`src/rtl/seq_pkg.sv`:
```
// Shared definitions for the sequence player: symbol geometry, FSM states
// and the symbol-select helper.
package seq_pkg;

  localparam int SYM_W = 4;
  localparam int N_SYM = 16;
  localparam int SEQ_W = 64;

  typedef enum logic [1:0] {
    IDLE = 2'd0,
    ON   = 2'd1,
    OFF  = 2'd2,
    DONE = 2'd3
  } state_t;

  function automatic logic [SYM_W-1:0] sym(input logic [SEQ_W-1:0] s,
                                           input logic [3:0]       idx);
    return s[{idx, 2'b00} +: SYM_W];
  endfunction

endpackage

```
`src/rtl/seq_timer.sv`:
```
// Loadable down-counter shared by the ON and OFF phases; holds at zero.
module seq_timer #(
  parameter int W = 2
) (
  input  logic         clk,
  input  logic         R,
  input  logic         load,
  input  logic [W-1:0] load_val,
  output logic         zero
);

  logic [W-1:0] cnt;

  always_ff @(posedge clk or negedge R) begin
    if (!R)               cnt <= '0;
    else if (load)        cnt <= load_val;
    else if (cnt != '0)   cnt <= cnt - 1'b1;
  end

  assign zero = (cnt == '0);

endmodule

```
`src/rtl/seq_player.sv`:
```
// Plays a latched 64-bit symbol sequence on the LEDs, ON_CYC lit / OFF_CYC blank
// per symbol. Define SEQ_PLAYER_ABORT_EN to add the abort input.
module seq_player
  import seq_pkg::*;
#(
  parameter int ON_CYC  = 50_000_000,
  parameter int OFF_CYC = 25_000_000
) (
  input  logic             clk,
  input  logic             R,
  input  logic             start,
  input  logic [4:0]       len,
  input  logic [SEQ_W-1:0] seq,
`ifdef SEQ_PLAYER_ABORT_EN
  input  logic             abort,
`endif
  output logic [SYM_W-1:0] leds,
  output logic             busy,
  output logic             done
);

  localparam int MAXC = (ON_CYC > OFF_CYC) ? ON_CYC : OFF_CYC;
  localparam int TW   = (MAXC > 1) ? $clog2(MAXC) : 1;
  localparam logic [TW-1:0] ON_TOP  = TW'(ON_CYC - 1);
  localparam logic [TW-1:0] OFF_TOP = TW'(OFF_CYC - 1);

  state_t             state, state_n;
  logic [3:0]         idx, idx_n;
  logic [SEQ_W-1:0]   seq_sh;
  logic [4:0]         len_sh, len_c;
  logic               cap;
  logic               t_load, t_zero;
  logic [TW-1:0]      t_val;
  logic [SYM_W-1:0]   leds_n;
  logic               busy_n, done_n;
  logic [SEQ_W-1:0]   src;

  seq_timer #(.W(TW)) u_timer (
    .clk      (clk),
    .R        (R),
    .load     (t_load),
    .load_val (t_val),
    .zero     (t_zero)
  );

  assign len_c = (len > 5'(N_SYM)) ? 5'(N_SYM) : len;

  always_comb begin
    state_n = state;
    idx_n   = idx;
    cap     = 1'b0;
    t_load  = 1'b0;
    t_val   = ON_TOP;
    unique case (state)
      IDLE: if (start) begin
        cap = 1'b1;
        if (len_c == 5'd0) state_n = DONE;
        else begin
          state_n = ON;
          idx_n   = '0;
          t_load  = 1'b1;
        end
      end
      ON: if (t_zero) begin
        state_n = OFF;
        t_load  = 1'b1;
        t_val   = OFF_TOP;
      end
      OFF: if (t_zero) begin
        if (idx == 4'(len_sh - 5'd1)) state_n = DONE;
        else begin
          state_n = ON;
          idx_n   = (idx != 4'd15) ? idx + 4'd1 : idx;
          t_load  = 1'b1;
        end
      end
      DONE: state_n = IDLE;
      default: state_n = IDLE;
    endcase
`ifdef SEQ_PLAYER_ABORT_EN
    if (abort && (state == ON || state == OFF)) begin
      state_n = DONE;
      idx_n   = idx;
      t_load  = 1'b0;
    end
`endif
    // Outputs are registered from next-state, so the capture cycle reads seq directly.
    src    = cap ? seq : seq_sh;
    leds_n = (state_n == ON) ? sym(src, idx_n) : '0;
    busy_n = (state_n == ON) || (state_n == OFF);
    done_n = (state_n == DONE);
  end

  always_ff @(posedge clk or negedge R) begin
    if (!R) begin
      state  <= IDLE;
      idx    <= '0;
      seq_sh <= '0;
      len_sh <= '0;
      leds   <= '0;
      busy   <= 1'b0;
      done   <= 1'b0;
    end else begin
      state <= state_n;
      idx   <= idx_n;
      if (cap) begin
        seq_sh <= seq;
        len_sh <= len_c;
      end
      leds <= leds_n;
      busy <= busy_n;
      done <= done_n;
    end
  end

endmodule

```
`config.mk`:
```
export PLATFORM = sky130hd
export DESIGN_NAME = seq_player
export DESIGN_NICKNAME = d
export VERILOG_FILES = /design/src/rtl/seq_pkg.sv /design/src/rtl/seq_timer.sv /design/src/rtl/seq_player.sv
export SDC_FILE = /design/constraint.sdc
export NUM_CORES = 1
export LEC_CHECK = 0
export ABC_AREA = 1
export BUFFER_PORTS_ARGS = -buffer_cell sky130_fd_sc_hd__buf_2
export CAP_MARGIN = 20
export CORE_ASPECT_RATIO = 1.1
export CORE_MARGIN = 2
export CORE_UTILIZATION = 55
export DETAILED_ROUTE_END_ITERATION = 10
export GPL_TIMING_DRIVEN = 1
export PLACE_DENSITY = 0.86
export SLEW_MARGIN = 20
export SYNTH_ARGS = -nofsm -noshare
export SYNTH_HDL_FRONTEND = slang
export SYNTH_SLANG_ARGS = --single-unit
export TNS_END_PERCENT = 100
```
`constraint.sdc`:
```
create_clock -name clk -period 7.46 [get_ports clk]
set_clock_uncertainty 0.05 [all_clocks]
set_input_delay 0.373 -clock clk [delete_from_list [all_inputs] [get_ports clk]]
set_output_delay 0.373 -clock clk [all_outputs]
set_load 0.03 [all_outputs]
```
Word-level counts from Yosys, hierarchy flattened
Cells that the tools add are included.

cells by class
  shift-type cells = 1
  magnitude comparators = 1
  add/subtract/negate cells = 3
  mux-type cells = 27
  reduce and logical (&&, ||, !) cells = 6
  equality and inequality tests = 8

operators by type and width
  cell                   number
  $mux 26                4
  $mux 64                1
  $shiftx 64x7->4        1
  $logic_not 26->1       1
  $reduce_bool 26->1     1
  $sub 26x1->26 const B  1
  $mux 4                 6
  $mux 2                 5
  $eq 2x2->1 const B     4
  $pmux 2 s4             1
  $pmux 4 s2             1
  $mux 1                 7
  $gt 5x5->1 const B     1
  $logic_not 5->1        1
  $mux 5                 1
  $add 4x1->4 const B    1
  $eq 2x1->1 const B     2
  $eq 4x4->1             1
  $ne 4x4->1 const B     1
  $sub 4x1->4 const B    1
  $pmux 1 s3             1
  $logic_not 2->1        1
  $reduce_bool 2->1      1
  $logic_or 1x1->1       1

storage, ports and cells
  input port bits = 72
  output and inout bits = 6
  logic and storage cells = 54
  register bits after elaboration = 106

Depth between registers and ports, before layout
Gate-level depths: netlist (run 1).

  depth after elaboration = 8
  gate-level depth with buffers = 20
  depth with buffers taken out = 19

Hierarchy
From an unflattened synthesis (run 1), not the netlist that was laid out.

second synthesis, totals
  cell total of the unflattened synthesis = 817
  area total of the unflattened synthesis = 6044.5 µm²

by module, submodules not included
  module      instances  seq. area each (µm²)  area each (µm²)  cells an instance
  seq_player  1          2001.9                4116.4           540
  seq_timer   1          650.6                 1928.1           277

Worst setup path before layout (run 1)
Ideal clock, no wire load.

  path type = register -> register
  from = register len_sh[0]
  to = register u_timer.cnt[14]
  library setup time = 143 ps
  setup slack = 5105 ps
  buffers on the path = 0
  period minus slack after synthesis = 2355 ps
  required time = 7267 ps
  stages on the path, launching flop included = 18
  data arrival time = 2162 ps
  cell sequence = dfrtp_1 -> inv_1 -> ha_1 -> or2_2 -> nand3_1 -> nor2_1 -> nand2_1 -> nand2_1 -> inv_2 -> nand2_2 -> nand3_4 -> inv_4 -> nand2_4 -> nand3_4 -> nor2_1 -> nand2_1 -> o21ai_0 -> o211ai_1

on the way
  cells in the longest elaborated chain, start to end = 6
  elaborated cells between the ends (all ways) = 7
  classes of those cells = add/sub (1); eq/ne (1); mux (4); reduce/logical (1)

RTL lines
  element                                       RTL line           text
  start, declared                               seq_player.sv:30   logic [4:0] len_sh, len_c;
  start signal, assigned                        seq_player.sv:108  len_sh <= len_c;
  $sub 4x1->4 (*)                               seq_player.sv:70   if (idx == 4'(len_sh - 5'd1)) state_n = DONE;
  $eq 4x4->1 (*)                                seq_player.sv:70
  $mux 1 (*)                                    seq_player.sv:70
  $mux 1 (*)                                    seq_player.sv:69   OFF: if (t_zero) begin
  $pmux 1 s3 (*)                                seq_player.sv:54   unique case (state)
  $mux 26 or $reduce_bool 2->1 (tied branches)  -
  end signal, assigned                          seq_timer.sv:16    else if (load) cnt <= load_val;
  end signal, assigned                          seq_timer.sv:17    else if (cnt != '0) cnt <= cnt - 1'b1;
  end, declared                                 seq_timer.sv:12    logic [W-1:0] cnt;

Every way passes the cells marked *; elsewhere a longest branch is shown, timed or not.
A chain may end at the register's enable or synchronous reset.

Final worst setup path (run 1)
  from = register state[0]
  to = register leds[1]

on the way
  cells in the longest elaborated chain, start to end = 5
  elaborated cells between the ends (all ways) = 14
  classes of those cells = eq/ne (4); shift (1); mux (8); reduce/logical (1)

RTL lines
  element                 RTL line           text
  start, declared         seq_player.sv:27   state_t state, state_n;
  start signal, assigned  seq_player.sv:104  state <= state_n;
  $logic_not 2->1         seq_player.sv:54
  $mux 1                  seq_player.sv:54
  $mux 64                 -
  $shiftx 64x7->4         seq_pkg.sv:18      return s[{idx, 2'b00} +: SYM_W];
  $mux 4 (*)              seq_player.sv:89   leds_n = (state_n == ON) ? sym(src, idx_n) : '0;
  net leds_n[1]           seq_player.sv:34   logic [SYM_W-1:0] leds_n;
  end signal, assigned    seq_player.sv:110  leds <= leds_n;
  end, declared           seq_player.sv:17   output logic [SYM_W-1:0] leds,

The timed path passes the listed nets; every way through them passes the cells marked *.

==> results.yml, run 1 <==
placed_design:
  placedInstanceArea_um2: 6010
  dp_hpwl_mm: 9.76
  port_buffers: 77
  gp_congestion: 0.919
run:
  drv_cap: 0
synth:
  yosysSeqAreaShare: 0.473
  synth-seq-cells: 106
  yosysWarnings: 0
  synth_fp_nets: 796
  syn_area_per_cell_um2: 7.81
  synthDistinctLibCells: 40
  syn_inst: 718
  netlist_area_um2: 5600
floorplanning:
  die_height_um: 110
  core_um2: 9890
  start_util: 0.567
  io_pins: 78
  num_rows: 38
  die_area_um2: 11000
  die_w_um: 100
finish:
  final_area_um2: 6230
  layout.nets: 858
  drive_gt1_frac: 0.191
  syn_to_final_growth_pct: 11.1
  insertedDiodeCount: 0
  mostFrequentLayoutCell: "nand2_1"
  final_cell_mix: "244 x nand2_1, 106 x dfrtp_1, 76 x buf_2, 72 x nand3_1, 64 x inv_1"
  fillers: 845
clock_network:
  path_clk_slew_ps: 100
  clock_path_buffers: 2
  cts_max_level: 3
  clkLatencyLatePin_ps: 390
  cts_tree: "done"
  cts_buffers: 9
  post_cts_buffers: 0
  cts.sinks: 106
  cts_root_buf: "clkbuf_8"
route:
  met2_length_mm: 6.80
  postRouteAntennaNets: 0
  routed_wirelength_mm: 13.5
  drc_errors: 0
  avgViaCountPerCell: 5.55
  wl_met3_um: 687
  firstDrtPassIters: 5
  drt_iter0_drc: 413
  dr.max_layer_used: "met4"
  wl_per_cell_um: 14.9
  num_vias: 5027
  drt-met1-wl_mm: 5.72
global_routing:
  grt_pass1_wl_mm: 22.9
  overflow: 0
  antenna_found_initial: 0
  grt_pass1_vias: 4980
  grt_usage: 0.262
  grt_max_degree: 75
worst_setup_path:
  worst-path-max-fanout: 74
  reg2reg_from: "state[0]$_DFF_PN0_"
  critPathArrivalTime_ps: 4390
  worst-r2r-setup-slack_ps: 3310
  crit_type: "reg -> reg"
  end_kind: "flop"
  critPathLaunchType: "flop"
  required_ps: 7700
  crit_start: "state[0]$_DFF_PN0_"
sta:
  fmax_mhz: 241
  worst_pin_slew_ps: 1020
  final.setup.tns_ps: 0
  period_needed_ps: 4150
  relSlewSlack: 0.319
  grt_setup_unrepaired: "false"
  final_max_slew_viol_count: 0
  finalHoldViolCount: 0
  setup_viol: 0
  period_share: 0.556
power_and_ir_drop:
  power.density_nw_per_um2: 311
  p_leak_nw: 3.22
  ir_drop_mv: 0.178
worst_hold_path:
  hold_class: "in -> reg"
  worstHoldStart: "seq[4]"
run_status:
  status: "finished clean"
[final cells by class]
type                            instances  area [um^2]  share of cell area
Clock buffer                            9          124              0.0199
Tap cell                              120          150              0.0241
Multi-Input combinational cell        514         2550               0.409
Sequential cell                       106         2650               0.426
Timing Repair Buffer                   79          405              0.0651
Clock inverter                          7         82.6              0.0133
Inverter                               70          265              0.0426
[critical path: stages (launching register included)]
cell	delay [ps]
dfrtp_1	430
nor2_1	200
nand2_4	360
inv_2	890
nand2_1	740
nand3_4	570
inv_2	200
nand2_1	110
nand3_1	70
nand3_1	120
nand2_1	60
nor2_1	130
nor2_1	50
[metrics by stage]
step / hold slack (ps) / power (mW) / setup WS [ps] / std cells / utilization
after floorplan: 27.4 / 1.35 / 5110 / 718 / -
after global placement: 393 / 1.52 / 3230 / 888 / 0.607
after detailed placement: 399 / 1.55 / 3010 / 888 / 0.607
after CTS: 155 / 1.92 / 3000 / 905 / 0.629
after global routing: 167 / 2.07 / 2870 / 905 / 0.630
final: 156 / 1.94 / 3310 / 905 / 0.630
[synthesized netlist by cell type]
master,instances,area share
nand4_4,1,0.0038
nand3_4,3,0.0094
nor3_1,8,0.0071
buf_4,3,0.0040
a211o_1,1,0.0016
ha_1,6,0.013
a21o_1,1,0.0013
buf_6,3,0.0060
o21ai_0,35,0.031
or2_0,1,0.0011
nand3b_1,1,0.0013
or2_2,20,0.022
nand4_1,21,0.023
o211ai_2,1,0.0022
nor2_2,6,0.0067
nand2_2,6,0.0067
buf_2,6,0.0054
a211oi_1,3,0.0040
o211ai_1,6,0.0080
nand2_1,245,0.16
inv_4,1,0.0011
dfrtp_1,106,0.47
nor2_4,6,0.012
o31ai_1,1,0.0013
nand3_2,2,0.0036
o21ai_1,3,0.0027
inv_2,4,0.0027
nor2_1,39,0.026
clkbuf_1,15,0.010
nor2_8,1,0.0036
xnor2_1,2,0.0031
a22oi_1,1,0.0013
inv_1,65,0.044
nor4_1,3,0.0033
xor2_1,5,0.0078
nand3_1,72,0.064
a31oi_1,1,0.0011
buf_1,1,0.00067
nand2_4,3,0.0060
a21oi_1,10,0.0089
[power breakdown]
group	switching [mW]	internal, mW
Clock	0.219	0.161
Sequential	0.0844	0.781
Combinational	0.444	0.246
[path summary, 6_finish.rpt]
| kind | end | cells after the start |
|---|---|---|
| worst max-delay path | leds[1]$_DFF_PN0_ | 12 |
| worst max register to register | leds[1]$_DFF_PN0_ | 12 |
| worst min-delay path | seq_sh[4]$_DFF_PN0_ | 3 |
| worst min register to register | seq_sh[8]$_DFF_PN0_ | 2 |
| max in group asynchronous | seq_sh[5]$_DFF_PN0_ | 3 |
| min in group asynchronous | busy$_DFF_PN0_ | 2 |
[logic make-up after synthesis]
family,Yosys count,share of synthesized area
buffers and inverters,98,0.0735
AOI/OAI and AO/OA,63,0.0639
DFF,106,0.473
and+or+nand+nor,438,0.365
xor gates and xnor gates,7,0.0109
adders and majority gates,6,0.0134
[registers in the layout, summed over array words and instances (netlist names)]
signal	cells
u_timer.cnt	26
seq_sh	64
done	1
busy	1
idx	4
leds	4
len_sh	4
state	2
[what timing repair did]
action	CTS	global route
hold buffers	1	0
hold endpoints to repair	49	0
resized for setup	0	0
[routing by layer]
layer	vias to the layer above	global-route usage
met3	36	0.0426
met2	183	0.462
met5	-	0
met4	0	0.0871
met1	2382	0.330
li1	2426	-
No activity file was read; power rests on OpenSTA's default activity.
==> run 2: changes to the inputs <==
--- a/config.mk
+++ b/config.mk
@@ -10,10 +10,10 @@
 export CAP_MARGIN = 20
 export CORE_ASPECT_RATIO = 1.1
 export CORE_MARGIN = 2
-export CORE_UTILIZATION = 55
+export CORE_UTILIZATION = 52
 export DETAILED_ROUTE_END_ITERATION = 10
 export GPL_TIMING_DRIVEN = 1
-export PLACE_DENSITY = 0.86
+export PLACE_DENSITY = 0.85
 export SLEW_MARGIN = 20
 export SYNTH_ARGS = -nofsm -noshare
 export SYNTH_HDL_FRONTEND = slang
==> constraint.sdc (replaced) <==
create_clock -name clk -period 3.58 [get_ports clk]
set_clock_uncertainty 0.05 [all_clocks]
set_input_delay 0.179 -clock clk [delete_from_list [all_inputs] [get_ports clk]]
set_output_delay 0.179 -clock clk [all_outputs]
set_load 0.03 [all_outputs]
==> run 2 against run 1 <==
Compared with the run above: design area rose by 2.4%; cell count rose by 3.1%; sequential power rose by 110%; register-to-register slack got worse by 2700 ps; worst setup slack got worse by 2700 ps; maximum frequency rose by 38%; clock-buffer cell count rose by 1; combinational power rose by 110%; global-route usage fell by 1.7 points; utilization fell by 1.9 points; critical path depth rose by 4; flip-flop and latch count did not move.
==> results.yml, run 2 (synthesized netlist as in run 1, its figures left out) <==
finish:
  regArea_um2: 2650
  reg_top3: "seq_sh (64), u_timer.cnt (26)"
  syn_to_final_growth_pct: 13.8
  largest_reg_flops: 64
  layout.nets: 863
  largest-register: "seq_sh"
  drive_gt1_frac: 0.192
  final_cell_mix: "244 x nand2_1, 106 x dfrtp_1, 76 x buf_2, 72 x nand3_1, 64 x inv_1"
  multiInputGateArea_um2: 2540
  mostFrequentLayoutCell: "nand2_1"
  fillers: 926
  insertedDiodeCount: 0
  fin_util: 0.610
power_and_ir_drop:
  p_leak_nw: 3.27
  combPwrFrac: 0.343
  finalPower_mw: 4.20
  power.switching_mw: 1.56
  swShare: 0.372
  p_clk_frac: 0.230
  ir_drop_mv: 0.423
  power.density_nw_per_um2: 659
  cell_internal_pwr_mw: 2.64
  power_frac_seq: 0.427
clock_network:
  cts_buffers: 9
  cts-resized-gates: 0
  cts_tree: "done"
  clock_path_buffers: 2
  post_cts_buffers: 0
  cts_root_buf: "clkbuf_16"
  ctsHoldBuffers: 3
  cts_max_level: 3
  clkLatencyLatePin_ps: 360
  cts.sinks: 106
  path_clk_slew_ps: 70
worst_hold_path:
  min_path_cells: 3
  hold_class: "in -> reg"
  worstHoldEndpoint: "seq_sh[4]$_DFF_PN0_"
  worstHoldStart: "seq[4]"
worst_setup_path:
  critPathLaunchType: "flop"
  reg2reg_from: "len_sh[0]$_DFFE_PN0P_"
  worstRegToRegCells: 16
  crit_type: "reg -> reg"
  end_kind: "flop"
  r2r_end: "leds[0]$_DFF_PN0_"
  worst-path-max-fanout: 36
  worst-r2r-setup-slack_ps: 580
  critPathArrivalTime_ps: 3230
  required_ps: 3810
placed_design:
  dp_hpwl_mm: 9.43
  port_buffers: 77
  gp_congestion: 0.914
floorplanning:
  io_pins: 78
  num_rows: 39
  start_util: 0.537
  die_area_um2: 11600
  die_height_um: 113
  core_um2: 10400
  die_w_um: 103
route:
  avgViaCountPerCell: 5.38
  drt_iter0_drc: 286
  wl_per_cell_um: 14.2
  num_vias: 5016
  firstDrtPassIters: 5
  postRouteAntennaNets: 0
  routed_wirelength_mm: 13.3
  drc_errors: 0
global_routing:
  overflow: 0
  antenna_found_initial: 0
  grt_max_degree: 81
  grt_usage: 0.245
  grt_pass1_vias: 4884
  grt_pass1_wl_mm: 22.4
sta:
  grt_setup_unrepaired: "false"
  period_needed_ps: 3000
  worst_pin_slew_ps: 770
  period_share: 0.838
  relSlewSlack: 0.486
  setup_viol: 0
  final.setup.tns_ps: 0
  finalHoldViolCount: 0
  final_max_slew_viol_count: 0
  fmax_mhz: 333
run:
  drv_cap: 0
run_status:
  status: "finished clean"
## run 2: metal layers
metal	GRT usage	share of wire	vias to the layer above	wire [um]
li1	-	-	2444	-
met5	0	0	-	0
met2	0.416	0.51	165	6760
met4	0.104	0.027	0	362
met1	0.307	0.41	2380	5510
met3	0.0426	0.050	27	660
## run 2: cell type report
cell class	count	area share
Timing Repair Buffer	84	0.0709
Clock buffer	10	0.0359
Tap cell	143	0.0281
Inverter	70	0.0416
Sequential cell	106	0.416
Multi-Input combinational cell	514	0.399
Clock inverter	6	0.00864
## run 2: worst max-delay path, stage by stage (launching register included)
cell and delay [ps]:
dfrtp_1 380, inv_1 110, ha_1 250, or2_2 280, nand3_1 90, nor2_1 50, nand2_1 180, nand4_4 130
nand2_4 220, nand3_4 330, inv_2 330, nand2_1 80, nand3_1 80, nand3_1 90, nand3_1 110, nand2_1 50
nor2_1 110
## run 2: how the worst max path moves through the flow
stage                     startpoint                           to  slack [ps]  cells after the start
6_report       len_sh[0]$_DFFE_PN0P_            leds[0]$_DFF_PN0_         580                     16
3_5_place_dp   len_sh[0]$_DFFE_PN0P_            leds[0]$_DFF_PN0_         680                     16
5_1_grt        len_sh[0]$_DFFE_PN0P_            leds[1]$_DFF_PN0_         340                     16
3_3_place_gp   len_sh[0]$_DFFE_PN0P_            leds[0]$_DFF_PN0_         800                     17
2_1_floorplan  len_sh[0]$_DFFE_PN0P_  u_timer.cnt[14]$_DFFE_PN0P_        1230                     17
4_1_cts        len_sh[0]$_DFFE_PN0P_            leds[0]$_DFF_PN0_         640                     16
## run 2: through the flow
stage               hold WS [ps]  cell area [um^2]  worst slack (ps)  instances
floorplan                   -167              5600              1230        718
detailed placement           358              6060               678        914
finish                      1.96              6370               581        933
global route                8.28              6370               340        933
CTS                         1.89              6370               639        933
global placement             358              6060               795        914
## run 2: power by group through the flow
| stage | clock network [mW] | logic, mW | registers [mW] |
|---|---|---|---|
| floorplan | 0 | 1.00 | 1.81 |
| finish | 0.967 | 1.44 | 1.79 |
| global route | 1.03 | 1.63 | 1.84 |
| detailed placement | 0 | 1.42 | 1.81 |
| global placement | 0 | 1.39 | 1.80 |
| CTS | 0.974 | 1.44 | 1.79 |
